**config.mk**
```make
export PLATFORM = sky130hd
export DESIGN_NAME = b2_mux_3_1_rr_sel_flat
export DESIGN_NICKNAME = d
export VERILOG_FILES = /design/src/rtl/b2_mux_3_1_rr_sel_pkg.sv /design/src/rtl/b2_mux_3_1_rr_sel_if.sv /design/src/rtl/b2_mux_3_1_rr_pick3.sv /design/src/rtl/b2_mux_3_1_rr_sel.sv /design/src/flat_wrapper.sv
export SDC_FILE = /design/constraint.sdc
export NUM_CORES = 1
export LEC_CHECK = 0
export ABC_AREA = 1
export CELL_PAD_IN_SITES_DETAIL_PLACEMENT = 1
export CELL_PAD_IN_SITES_GLOBAL_PLACEMENT = 2
export CORE_MARGIN = 2
export CORE_UTILIZATION = 27
export DETAILED_ROUTE_END_ITERATION = 16
export PLACE_DENSITY = 0.83
export SLEW_MARGIN = 10
export SYNTH_ARGS = -nofsm -noshare
export SYNTH_HDL_FRONTEND = slang
export SYNTH_SLANG_ARGS = --single-unit
```
**constraint.sdc**
```tcl
create_clock -name clk -period 2 [get_ports clk]
set_input_delay 0.4 -clock clk [delete_from_list [all_inputs] [get_ports clk]]
set_output_delay 0.4 -clock clk [all_outputs]
set_load 0.02 [all_outputs]
```
**src/rtl/b2_mux_3_1_rr_sel_pkg.sv**
```systemverilog
// Shared constants, state encoding and select helpers for the 3:1 mux round-robin select generator.
// RR_SEL_STATS_EN (optional) adds per-source accepted-transfer counters in the top.
package b2_mux_pkg;

    localparam logic [1:0] SEL_D0  = 2'b00;
    localparam logic [1:0] SEL_D1  = 2'b01;
    localparam logic [1:0] SEL_D2  = 2'b10;
    localparam int         STATS_W = 8;

    typedef enum logic [1:0] {
        IDLE  = 2'b00,
        GRANT = 2'b01
    } state_e;

    // Pointer handoff: the slot after the current owner, wrapping 2 -> 0.
    function automatic logic [1:0] next_ptr(input logic [1:0] s);
        case (s)
            SEL_D0:  return SEL_D1;
            SEL_D1:  return SEL_D2;
            default: return SEL_D0;
        endcase
    endfunction

    function automatic logic [2:0] sel_onehot(input logic [1:0] s);
        case (s)
            SEL_D0:  return 3'b001;
            SEL_D1:  return 3'b010;
            SEL_D2:  return 3'b100;
            default: return 3'b000;
        endcase
    endfunction

endpackage

```
**src/rtl/b2_mux_3_1_rr_sel_if.sv**
```systemverilog
// Request/select bus between the requesters, the select generator and the downstream 3:1 mux.
interface b2_mux_3_1_rr_sel_if;

    logic [2:0] req;
    logic       rdy;
    logic [1:0] sel;
    logic       vld;
    logic [2:0] gnt;

    modport master (output req, output rdy, input sel, input vld, input gnt);
    modport slave  (input req, input rdy, output sel, output vld, output gnt);

endinterface

```
**src/rtl/b2_mux_3_1_rr_pick3.sv**
```systemverilog
// Combinational rotating-priority pick among three requesters, starting at ptr_i.
module rr_pick3
    import b2_mux_pkg::*;
(
    input  logic [2:0] req_i,
    input  logic [1:0] ptr_i,
    output logic [1:0] win_o,
    output logic       any_o
);

    always_comb begin
        any_o = |req_i;
        win_o = SEL_D0;
        case (ptr_i)
            SEL_D1: begin
                if      (req_i[1]) win_o = SEL_D1;
                else if (req_i[2]) win_o = SEL_D2;
                else if (req_i[0]) win_o = SEL_D0;
            end
            SEL_D2: begin
                if      (req_i[2]) win_o = SEL_D2;
                else if (req_i[0]) win_o = SEL_D0;
                else if (req_i[1]) win_o = SEL_D1;
            end
            default: begin
                if      (req_i[0]) win_o = SEL_D0;
                else if (req_i[1]) win_o = SEL_D1;
                else if (req_i[2]) win_o = SEL_D2;
            end
        endcase
    end

endmodule

```
**src/rtl/b2_mux_3_1_rr_sel.sv**
```systemverilog
// Round-robin arbiter driving the 2-bit select of a 3:1 mux; code 2'b11 is never produced.
// Define RR_SEL_STATS_EN to add saturating per-source accepted-transfer counters.
module b2_mux_3_1_rr_sel
    import b2_mux_pkg::*;
#(
    parameter int BURST_LEN = 4
) (
    input  logic                     clk,
    input  logic                     rst_n,
    b2_mux_3_1_rr_sel_if.slave       bus
`ifdef RR_SEL_STATS_EN
    ,
    input  logic                     clr_stats,
    output logic [STATS_W-1:0]       cnt0,
    output logic [STATS_W-1:0]       cnt1,
    output logic [STATS_W-1:0]       cnt2
`endif
);

    localparam logic [4:0] BURST_LIM = 5'(BURST_LEN);

    state_e     state_q, state_d;
    logic [1:0] sel_q, sel_d;
    logic       vld_q, vld_d;
    logic [1:0] ptr_q, ptr_d;
    logic [3:0] bcnt_q, bcnt_d;

    logic [1:0] pick_ptr;
    logic [1:0] win;
    logic       any_req;
    logic       accept;
    logic       own_req;

    assign accept  = (state_q == GRANT) && vld_q && bus.rdy;
    assign own_req = |(bus.req & sel_onehot(sel_q));

    // One picker serves both the idle pick and the back-to-back handoff pick.
    assign pick_ptr = (state_q == GRANT) ? next_ptr(sel_q) : ptr_q;

    rr_pick3 u_pick (
        .req_i (bus.req),
        .ptr_i (pick_ptr),
        .win_o (win),
        .any_o (any_req)
    );

    always_comb begin
        state_d = state_q;
        sel_d   = sel_q;
        vld_d   = vld_q;
        ptr_d   = ptr_q;
        bcnt_d  = bcnt_q;
        case (state_q)
            IDLE: begin
                vld_d = 1'b0;
                if (any_req) begin
                    state_d = GRANT;
                    sel_d   = win;
                    vld_d   = 1'b1;
                    bcnt_d  = 4'd0;
                end
            end
            GRANT: begin
                vld_d = 1'b1;
                if (accept) begin
                    if (own_req && (({1'b0, bcnt_q} + 5'd1) < BURST_LIM)) begin
                        bcnt_d = bcnt_q + 4'd1;
                    end else begin
                        ptr_d  = next_ptr(sel_q);
                        bcnt_d = 4'd0;
                        if (any_req) begin
                            sel_d = win;
                        end else begin
                            state_d = IDLE;
                            vld_d   = 1'b0;
                        end
                    end
                end
            end
            default: begin
                state_d = IDLE;
                vld_d   = 1'b0;
                bcnt_d  = 4'd0;
            end
        endcase
    end

    always_ff @(posedge clk or negedge rst_n) begin
        if (!rst_n) begin
            state_q <= IDLE;
            sel_q   <= SEL_D0;
            vld_q   <= 1'b0;
            ptr_q   <= SEL_D0;
            bcnt_q  <= 4'd0;
        end else begin
            state_q <= state_d;
            sel_q   <= sel_d;
            vld_q   <= vld_d;
            ptr_q   <= ptr_d;
            bcnt_q  <= bcnt_d;
        end
    end

    assign bus.sel = sel_q;
    assign bus.vld = vld_q;
    assign bus.gnt = vld_q ? sel_onehot(sel_q) : 3'b000;

`ifdef RR_SEL_STATS_EN
    logic [STATS_W-1:0] cnt_q [3];
    logic [STATS_W-1:0] cnt_d [3];
    logic [2:0]         acc_src;

    assign acc_src = accept ? sel_onehot(sel_q) : 3'b000;

    // Clear wins over a coincident increment; counters stick at all-ones.
    always_comb begin
        for (int i = 0; i < 3; i++) begin
            cnt_d[i] = cnt_q[i];
            if (clr_stats) begin
                cnt_d[i] = '0;
            end else if (acc_src[i] && (cnt_q[i] != {STATS_W{1'b1}})) begin
                cnt_d[i] = cnt_q[i] + 1'b1;
            end
        end
    end

    always_ff @(posedge clk or negedge rst_n) begin
        if (!rst_n) begin
            for (int i = 0; i < 3; i++) cnt_q[i] <= '0;
        end else begin
            for (int i = 0; i < 3; i++) cnt_q[i] <= cnt_d[i];
        end
    end

    assign cnt0 = cnt_q[0];
    assign cnt1 = cnt_q[1];
    assign cnt2 = cnt_q[2];
`endif

endmodule

```
**src/flat_wrapper.sv**
```systemverilog
// flat-port wrapper written by rule: the top's interface ports become plain ports
module b2_mux_3_1_rr_sel_flat import b2_mux_pkg::*;
#(
    parameter int BURST_LEN = 4
)
  (clk, rst_n, bus_req, bus_rdy, bus_sel, bus_vld, bus_gnt);
  b2_mux_3_1_rr_sel_if bus_i ();
  input  logic clk;
  input  logic rst_n;
  input wire logic [$bits(bus_i.req)-1:0] bus_req;
  input wire logic [$bits(bus_i.rdy)-1:0] bus_rdy;
  output wire logic [$bits(bus_i.sel)-1:0] bus_sel;
  output wire logic [$bits(bus_i.vld)-1:0] bus_vld;
  output wire logic [$bits(bus_i.gnt)-1:0] bus_gnt;
  assign bus_i.req = bus_req;
  assign bus_i.rdy = bus_rdy;
  assign bus_sel = bus_i.sel;
  assign bus_vld = bus_i.vld;
  assign bus_gnt = bus_i.gnt;
  b2_mux_3_1_rr_sel #(.BURST_LEN(BURST_LEN)) u_core (.clk(clk), .rst_n(rst_n), .bus(bus_i));
endmodule
```
==> out/qor.csv, run 1 <==
stage;metric;value;unit
outcome;status;completed;
global_routing;initial antenna violation count;0;
global_routing;first-pass GRT wire length;2.88;mm
critical_path;Crit Path Max Fanout;7;
critical_path;Crit. End Element;flip-flop;
sta;setup ws final;0.187;ns
synthesis;asr flop ratio synth;100;%
critical_path;CP Class;flip-flop to flip-flop;
sta;Peak Freq;552;MHz
sta;final-report setup violation count;0;
detailed_routing;detailed-route via count;616;
synthesis;post-synthesis cell area;642;µm²
critical_path;Reg2Reg Depth;9;
synthesis;Post-Synth XOR/XNOR Area;0;%
power;Worst VDD drop;0.000405;V
critical_path;reg2reg start;u_core.bus.sel[1];
sta;final worst-path cycle share;90.6;%
detailed_routing;total wire length;1.63;mm
layout;Finished Layout Cells;131;
clock_network;Num CTS Buffers;3;
critical_path;Worst R2R Setup Slack;0.19;ns
sta;unrepaired setup endpoints after global routing;false;
clock_network;CTS tree;done;
critical_path;Worst setup SP type;flip-flop;
job;max_cap viols;0;
synthesis;Cells after Synth;88;
clock_network;CTS sink cnt;10;
floorplanning;Die X;52.8;µm
min_path;Hold Path Class;primary input to asynchronous set/reset pin;
synthesis;Seq/Total Area, Yosys;39.0;%
floorplanning;die footprint;2780;µm²
placed_design;placed insts;127;
global_routing;busiest grt layer;met2;
layout;register area;251;µm²
placed_design;Placement Setup Slack;0.150;ns
synthesis;register bit count reported by yosys;10;
clock_network;# H-tree levels;1;
detailed_routing;1st-pass router iterations;2;
placed_design;DP HPWL;1.33;mm
global_routing;gr usage total;14.5;%
placed_design;buffers added on ports;11;
critical_path;CP required;2.22;ns
clock_network;clk slew on worst S/H paths;0.07;ns
layout;fillers;292;
synthesis;syn_nets;97;
sta;Max Clock Skew;0.00257;ns
sta;Hold Vio Cnt, Final;0;
layout;ANT cells;0;
critical_path;r2r endpoint;u_core.bus.sel[1];
synthesis;EDFF count, synth;0;
placed_design;Routability Congestion;0.717;
global_routing;number of global-route vias before repair;670;
clock_network;Clock Latency Late Sink;0.27;ns
synthesis;mux share of post-synthesis cell area;0;%
power;Power Total;0.000929;W
synthesis;Unique masters post-synth;17;
synthesis;main combinational cell family by area after synthesis;simple AND/OR/NAND/NOR gates;
synthesis;syn_area_per_cell;7.29;µm²
layout;fraction of layout cells with a size suffix above 1;16.5;%
sta;final setup TNS;0;ns
global_routing;largest net degree at the start of global routing;11;
critical_path;crit path launch;u_core.bus.sel[1];
floorplanning;Core Footprint;2230;µm²
synthesis;Synth Warn #;0;
sta;Final Max Slew Viols;0;
detailed_routing;Residual DRC;0;
detailed_routing;Routed wire per std cell;12.5;µm
global_routing;GR Layer Usage met1;17.0;%
critical_path;Setup crit end;u_core.bus.sel[1];
sta;slew margin rel.;68.0;%
critical_path;WP data arrival;2.03;ns
clock_network;Max clock buf depth;2;
floorplanning;Starting Density;28.7;%
synthesis;ys flop type;dfrtp_1;
detailed_routing;antenna-violating nets left;0;
floorplanning;Site Rows;17;
sta;time the worst path needs with I/O delays and setup;1.81;ns
detailed_routing;DRT iter0 DRCs;5;
floorplanning;Die Ht;52.8;µm
global_routing;M3 GR Usage;1.71;%
layout;Multi-input gate area;323;µm²
floorplanning;I/O pins;12;
power;power density cells;1130;nW/µm²
layout;NumNets Final;113;
synthesis;Synth Area in Compound Gates;9.36;%
layout;Synth-to-Final Area Change;28.5;%
clock_network;Post-CTS Setup Inserts;0;
detailed_routing;Vias/cell;4.70;
sta;worst-margin pin slew;0.479;ns
global_routing;total grt overflow;0;
power;Leak;0.436;nW
global_routing;met2 Usage GRT;25.0;%
synthesis;Post-Synth Adder-Cell Area;5.85;%
clock_network;clk root buf;clkbuf_4;
synthesis;simple-gate share of the synthesized area;35.1;%
-- per-layer routing --
metal  share of wire [%]  routed length (µm)
met3                 1.1                  18
met2                  48                 776
met5                   0                   0
met4                 2.6                  43
met1                  49                 793
-- layout by cell type (no fill, tap or decap) --
master,Yosys,layout
nor2_2,1,1
clkbuf_8,0,1
dlygate4sd2_1,0,2
nand2_1,22,22
o21bai_1,2,2
clkbuf_4,0,3
nand3_1,6,6
dfrtp_2,0,1
nor2_4,1,1
inv_1,14,14
dfrtp_1,10,9
nor3_1,3,3
dlymetal6s2s_1,0,1
nor2_1,5,5
inv_2,3,3
clkdlybuf4s50_1,0,8
a21oi_1,4,4
ha_1,3,3
nand4_1,2,2
o21ai_1,5,5
clkinv_2,1,1
nand2_2,3,3
nand3_2,3,3
-- timing repair --
item                                   CTS  global route
endpoints found under the hold margin    0             0
resized for setup                        2             2
setup endpoints to repair                2             2
hold buffers                             0             0
pin swaps                                0             0
-- report_power, final --
| part | internal [W] | switching (W) |
|---|---|---|
| sequential | 0.000252 | 0.0000462 |
| combinational | 0.000173 | 0.000267 |
| clock | 0.000111 | 0.0000801 |
-- cell families after synthesis --
family,Yosys count
adders and majority gates,3
buffers and inverters,18
and+or+nand+nor,46
AOI/OAI and AO/OA,11
DFF,10
-- final cells by class --
cell class                 instances  area share (%)
timing repair buffer              11            13.4
sequential                        10            30.5
clock buffer                       4            4.40
inverter                          18            8.35
multi-input combinational         60            39.2
tap                               28            4.25
-- critical path: stages (launching register included) --
cell and delay, ns:
dfrtp_1 0.46, nor2_1 0.13, inv_1 0.07, o21ai_1 0.24
ha_1 0.28, inv_1 0.11, a21oi_1 0.05, nor3_1 0.24
nand3_1 0.11, nand2_1 0.08
-- metrics by stage --
step	utilization [%]	hold slack [ns]	area [µm²]
after floorplan	-	0.104	642
after global placement	35.2	0.479	787
after detailed placement	35.2	0.491	787
after CTS	36.8	0.469	821
after global routing	36.9	0.486	825
final	36.9	0.450	825
-- worst min path at each step --
| stage | startpoint | endpoint | slack, ns |
|---|---|---|---|
| finish | rst_n | u_core.bus.vld | 0.45 |
| global route | rst_n | u_core.state_q[0] | 0.49 |
| CTS | rst_n | u_core.bcnt_q[3] | 0.47 |
| detailed placement | u_core.ptr_q[1] | u_core.ptr_q[1] | 0.49 |
| global placement | u_core.bcnt_q[3] | u_core.bcnt_q[3] | 0.48 |
| floorplan | rst_n | u_core.bcnt_q[0] | 0.10 |
-- synth_stat cells, types with 2 or more instances --
library cell	instances	area share [%]
nand2_1	22	13
inv_1	14	8.2
dfrtp_1	10	39
nand3_1	6	4.7
nor2_1	5	2.9
o21ai_1	5	3.9
a21oi_1	4	3.1
ha_1	3	5.8
inv_2	3	1.8
nand2_2	3	2.9
nand3_2	3	4.7
nor3_1	3	2.3
nand4_1	2	1.9
o21bai_1	2	2.3
-- flip-flops by register name, summed over array words and instances, names as in the netlist --
register,flops
u_core.bus.sel,2
u_core.state_q,1
u_core.bcnt_q,4
u_core.bus.vld,1
u_core.ptr_q,2
Note: power is estimated with default switching activity, not from simulation.
==> run 2: changes to the inputs <==
--- a/config.mk
+++ b/config.mk
@@ -11,8 +11,8 @@
 export CORE_MARGIN = 2
 export CORE_UTILIZATION = 27
 export DETAILED_ROUTE_END_ITERATION = 16
-export PLACE_DENSITY = 0.83
-export SLEW_MARGIN = 10
+export PLACE_DENSITY = 0.84
 export SYNTH_ARGS = -nofsm -noshare
 export SYNTH_HDL_FRONTEND = slang
+export SYNTH_HIERARCHICAL = 1
 export SYNTH_SLANG_ARGS = --single-unit
==> run 2 against run 1 <==
Worst hold slack gained 0.010 ns. Clock skew rose by 0.00098 ns. Via count fell by 3.1%. Sequential share of layout area decreased by 0.61 points. Sequential cell count is the same. Worst setup slack better by 0.016 ns. Die area increased by 0.91%. Synthesized area rose by 0.97%. Highest routed layer is now met3.
==> out/qor.csv, run 2 <==
stage;metric;value;unit;change
power;Worst VDD drop;0.000578;V;+43%
sta;worst-margin pin slew;0.480;ns;+0.000941 ns
clock_network;CTS sink cnt;10;;unchanged
sta;final worst-path cycle share;89.8;%;-0.82 points
global_routing;total grt overflow;0;;unchanged
layout;Finished Layout Cells;135;;+3.1%
placed_design;placed cell area;801;µm²;+1.7%
sta;Peak Freq;557;MHz;+0.92%
critical_path;WP data arrival;1.40;ns;-0.63 ns
layout;Design Area, Final;837;µm²;+1.5%
critical_path;Crit. End Element;output port;;
floorplanning;Die Ht;53.0;µm;+0.45%
layout;fillers;302;;+3.4%
synthesis;syn_area_per_cell;7.12;µm²;-2.4%
synthesis;EDFF count, synth;0;;unchanged
placed_design;DP HPWL;1.27;mm;-4.5%
global_routing;first-pass GRT wire length;2.68;mm;-7.0%
detailed_routing;Routed wire per std cell;11.4;µm;-8.3%
synthesis;commonest cells in the netlist;29 x nand2_1, 14 x inv_1, 10 x dfrtp_1;;
clock_network;clk root buf;clkbuf_4;;
critical_path;CP Class;flip-flop to output port;;
detailed_routing;antenna-violating nets left;0;;unchanged
floorplanning;Core Footprint;2230;µm²;unchanged
synthesis;Cells after Synth;91;;+3.4%
synthesis;biggest area consumer among synthesized cells;dfrtp_1;;
placed_design;Placement Setup Slack;0.127;ns;-0.0227 ns
sta;unrepaired setup endpoints after global routing;false;;
synthesis;Seq/Total Area, Yosys;38.6;%;-0.38 points
layout;most common cell after layout, fill and taps aside;nand2_1;;
job;max_cap viols;0;;unchanged
clock_network;Clock Latency Late Sink;0.26;ns;about the same
floorplanning;Site Rows;17;;unchanged
synthesis;Unique masters post-synth;17;;unchanged
placed_design;Routability Congestion;0.708;;-1.3%
detailed_routing;total wire length;1.54;mm;-5.5%
layout;most frequent cells in the layout;29 x nand2_1, 14 x inv_1, 10 x dfrtp_1, 8 x clkdlybuf4s50_1;;
layout;ANT cells;0;;unchanged
global_routing;largest net degree at the start of global routing;11;;unchanged
sta;setup ws final;0.204;ns;+0.0165 ns
sta;Final Max Slew Viols;0;;unchanged
layout;fraction of layout cells with a size suffix above 1;15.0;%;-1.6 points
clock_network;Num CTS Buffers;3;;unchanged
clock_network;clk slew on worst S/H paths;0.07;ns;about the same
synthesis;Synth Warn #;6;;+6
sta;final setup TNS;0;ns;unchanged
global_routing;gr usage total;13.4;%;-1.2 points
synthesis;post-synthesis cell area;648;µm²;+0.97%
clock_network;# H-tree levels;1;;unchanged
clock_network;hold_buf cts;0;;unchanged
placed_design;placed insts;131;;+3.1%
floorplanning;Die X;53.0;µm;+0.45%
sta;slew margin rel.;67.9;%;about the same
sta;Hold Vio Cnt, Final;0;;unchanged
detailed_routing;Residual DRC;0;;unchanged
critical_path;Worst setup SP type;flip-flop;;
floorplanning;Starting Density;29.0;%;+0.28 points
power;power density cells;1260;nW/µm²;+12%
outcome;status;completed;;
global_routing;number of global-route vias before repair;624;;-6.9%
layout;Largest Register;u_core/bcnt_q;;
sta;final-report setup violation count;0;;unchanged
synthesis;largest cells by area after synthesis;dfrtp_1 39%, nand2_1 17%, inv_1 8.1%, nand3_2 6.2%, ha_1 5.8%;;
clock_network;Max clock buf depth;2;;unchanged
layout;NumNets Final;117;;+3.5%
detailed_routing;DRT iter0 DRCs;6;;+1
floorplanning;I/O pins;12;;unchanged
min_path;Hold Path Class;primary input to asynchronous set/reset pin;;
sta;time the worst path needs with I/O delays and setup;1.80;ns;-0.0165 ns
layout;Synth-to-Final Area Change;29.2;%;
layout;Largest register FFs;4;;unchanged
detailed_routing;1st-pass router iterations;4;;+2
critical_path;CP required;1.60;ns;-0.62 ns
global_routing;initial antenna violation count;0;;unchanged
power;Leak;0.454;nW;+4.0%
synthesis;ys flop type;dfrtp_1;;
sta;Max Clock Skew;0.00355;ns;+0.000977 ns
synthesis;asr flop ratio synth;100;%;unchanged
critical_path;Crit Path Max Fanout;4;;-3
clock_network;Post-CTS Setup Inserts;0;;unchanged
floorplanning;die footprint;2810;µm²;+0.91%
synthesis;syn_nets;100;;+3.1%
detailed_routing;detailed-route via count;597;;-3.1%
synthesis;share of the synthesized area in the top cell type;38.6;%;-0.38 points
synthesis;register bit count reported by yosys;10;;unchanged
detailed_routing;Vias/cell;4.42;;-6.0%
clock_network;CTS tree;done;;
placed_design;buffers added on ports;11;;unchanged
synthesis;most common cell in the synthesized netlist;nand2_1;;
## run 2: what timing repair did
action | 4_1_cts | 5_1_grt
endpoints found under the setup margin | 2 | 3
resized for setup | 2 | 3
cloned | 0 | 0
## run 2: metal layers
metal / vias up / share of wire, % / track usage [%]
met3: 0 / 4.0 / 5.08
met4: 0 / 0 / 1.28
met1: 269 / 49 / 17.0
met2: 10 / 47 / 22.1
met5: - / 0 / 0
li1: 318 / - / -
## run 2: critical path, stage by stage (launching register included)
cell           delay (ns)
dfrtp_1              0.41
inv_1                0.09
nor2_1               0.13
inv_1                0.09
nor2_1               0.08
dlygate4sd2_1        0.33
## run 2: logic make-up (layout without fill, tap and decap cells)
family                   Yosys count  in the layout  synth area share (%)
buffers and inverters             17             33                  9.85
AND/OR/NAND/NOR                   51             51                  37.5
AO/OA/AOI/OAI                     10             10                  8.30
flip-flops                        10             10                  38.6
adder cells (fa/ha/maj)            3              3                  5.79
## run 2: worst paths after layout
check	from	endpoint	slack, ns	cells after the start
max	u_core/bus.sel[0]	bus_gnt[1]	0.20	5
min	rst_n	u_core/bus.sel[1]	0.46	1
max reg2reg	u_core/bus.sel[0]	u_core/bus.sel[0]	0.21	11
min reg2reg	u_core/ptr_q[1]	u_core/ptr_q[1]	0.50	2
max in group asynchronous	rst_n	u_core/bcnt_q[3]	1.21	1
min in group clk	u_core/ptr_q[1]	u_core/ptr_q[1]	0.50	2
## run 2: power by group
part | switching (W) | total (W) | internal (W)
clock | 0.0000697 | 0.000180 | 0.000110
combinational | 0.000347 | 0.000568 | 0.000221
sequential | 0.0000489 | 0.000303 | 0.000254
## run 2: final cells by class
class	instances	area [µm²]	area share (%)
well taps	28	35.0	4.19
multi-input cells	64	334	39.9
flip-flops and latches	10	250	29.9
inverters	17	63.8	7.62
clock buffers	4	36.3	4.33
repair buffers	12	118	14.1
## run 2: through the flow
stage | utilization (%) | power (W) | hold WS, ns
4_1_cts | 37.4 | 0.00107 | 0.473
3_5_place_dp | 35.9 | 0.000898 | 0.488
3_3_place_gp | 35.9 | 0.000881 | 0.480
6_report | 37.5 | 0.00105 | 0.460
5_1_grt | 37.5 | 0.00117 | 0.493
2_1_floorplan | - | 0.000695 | 0.104
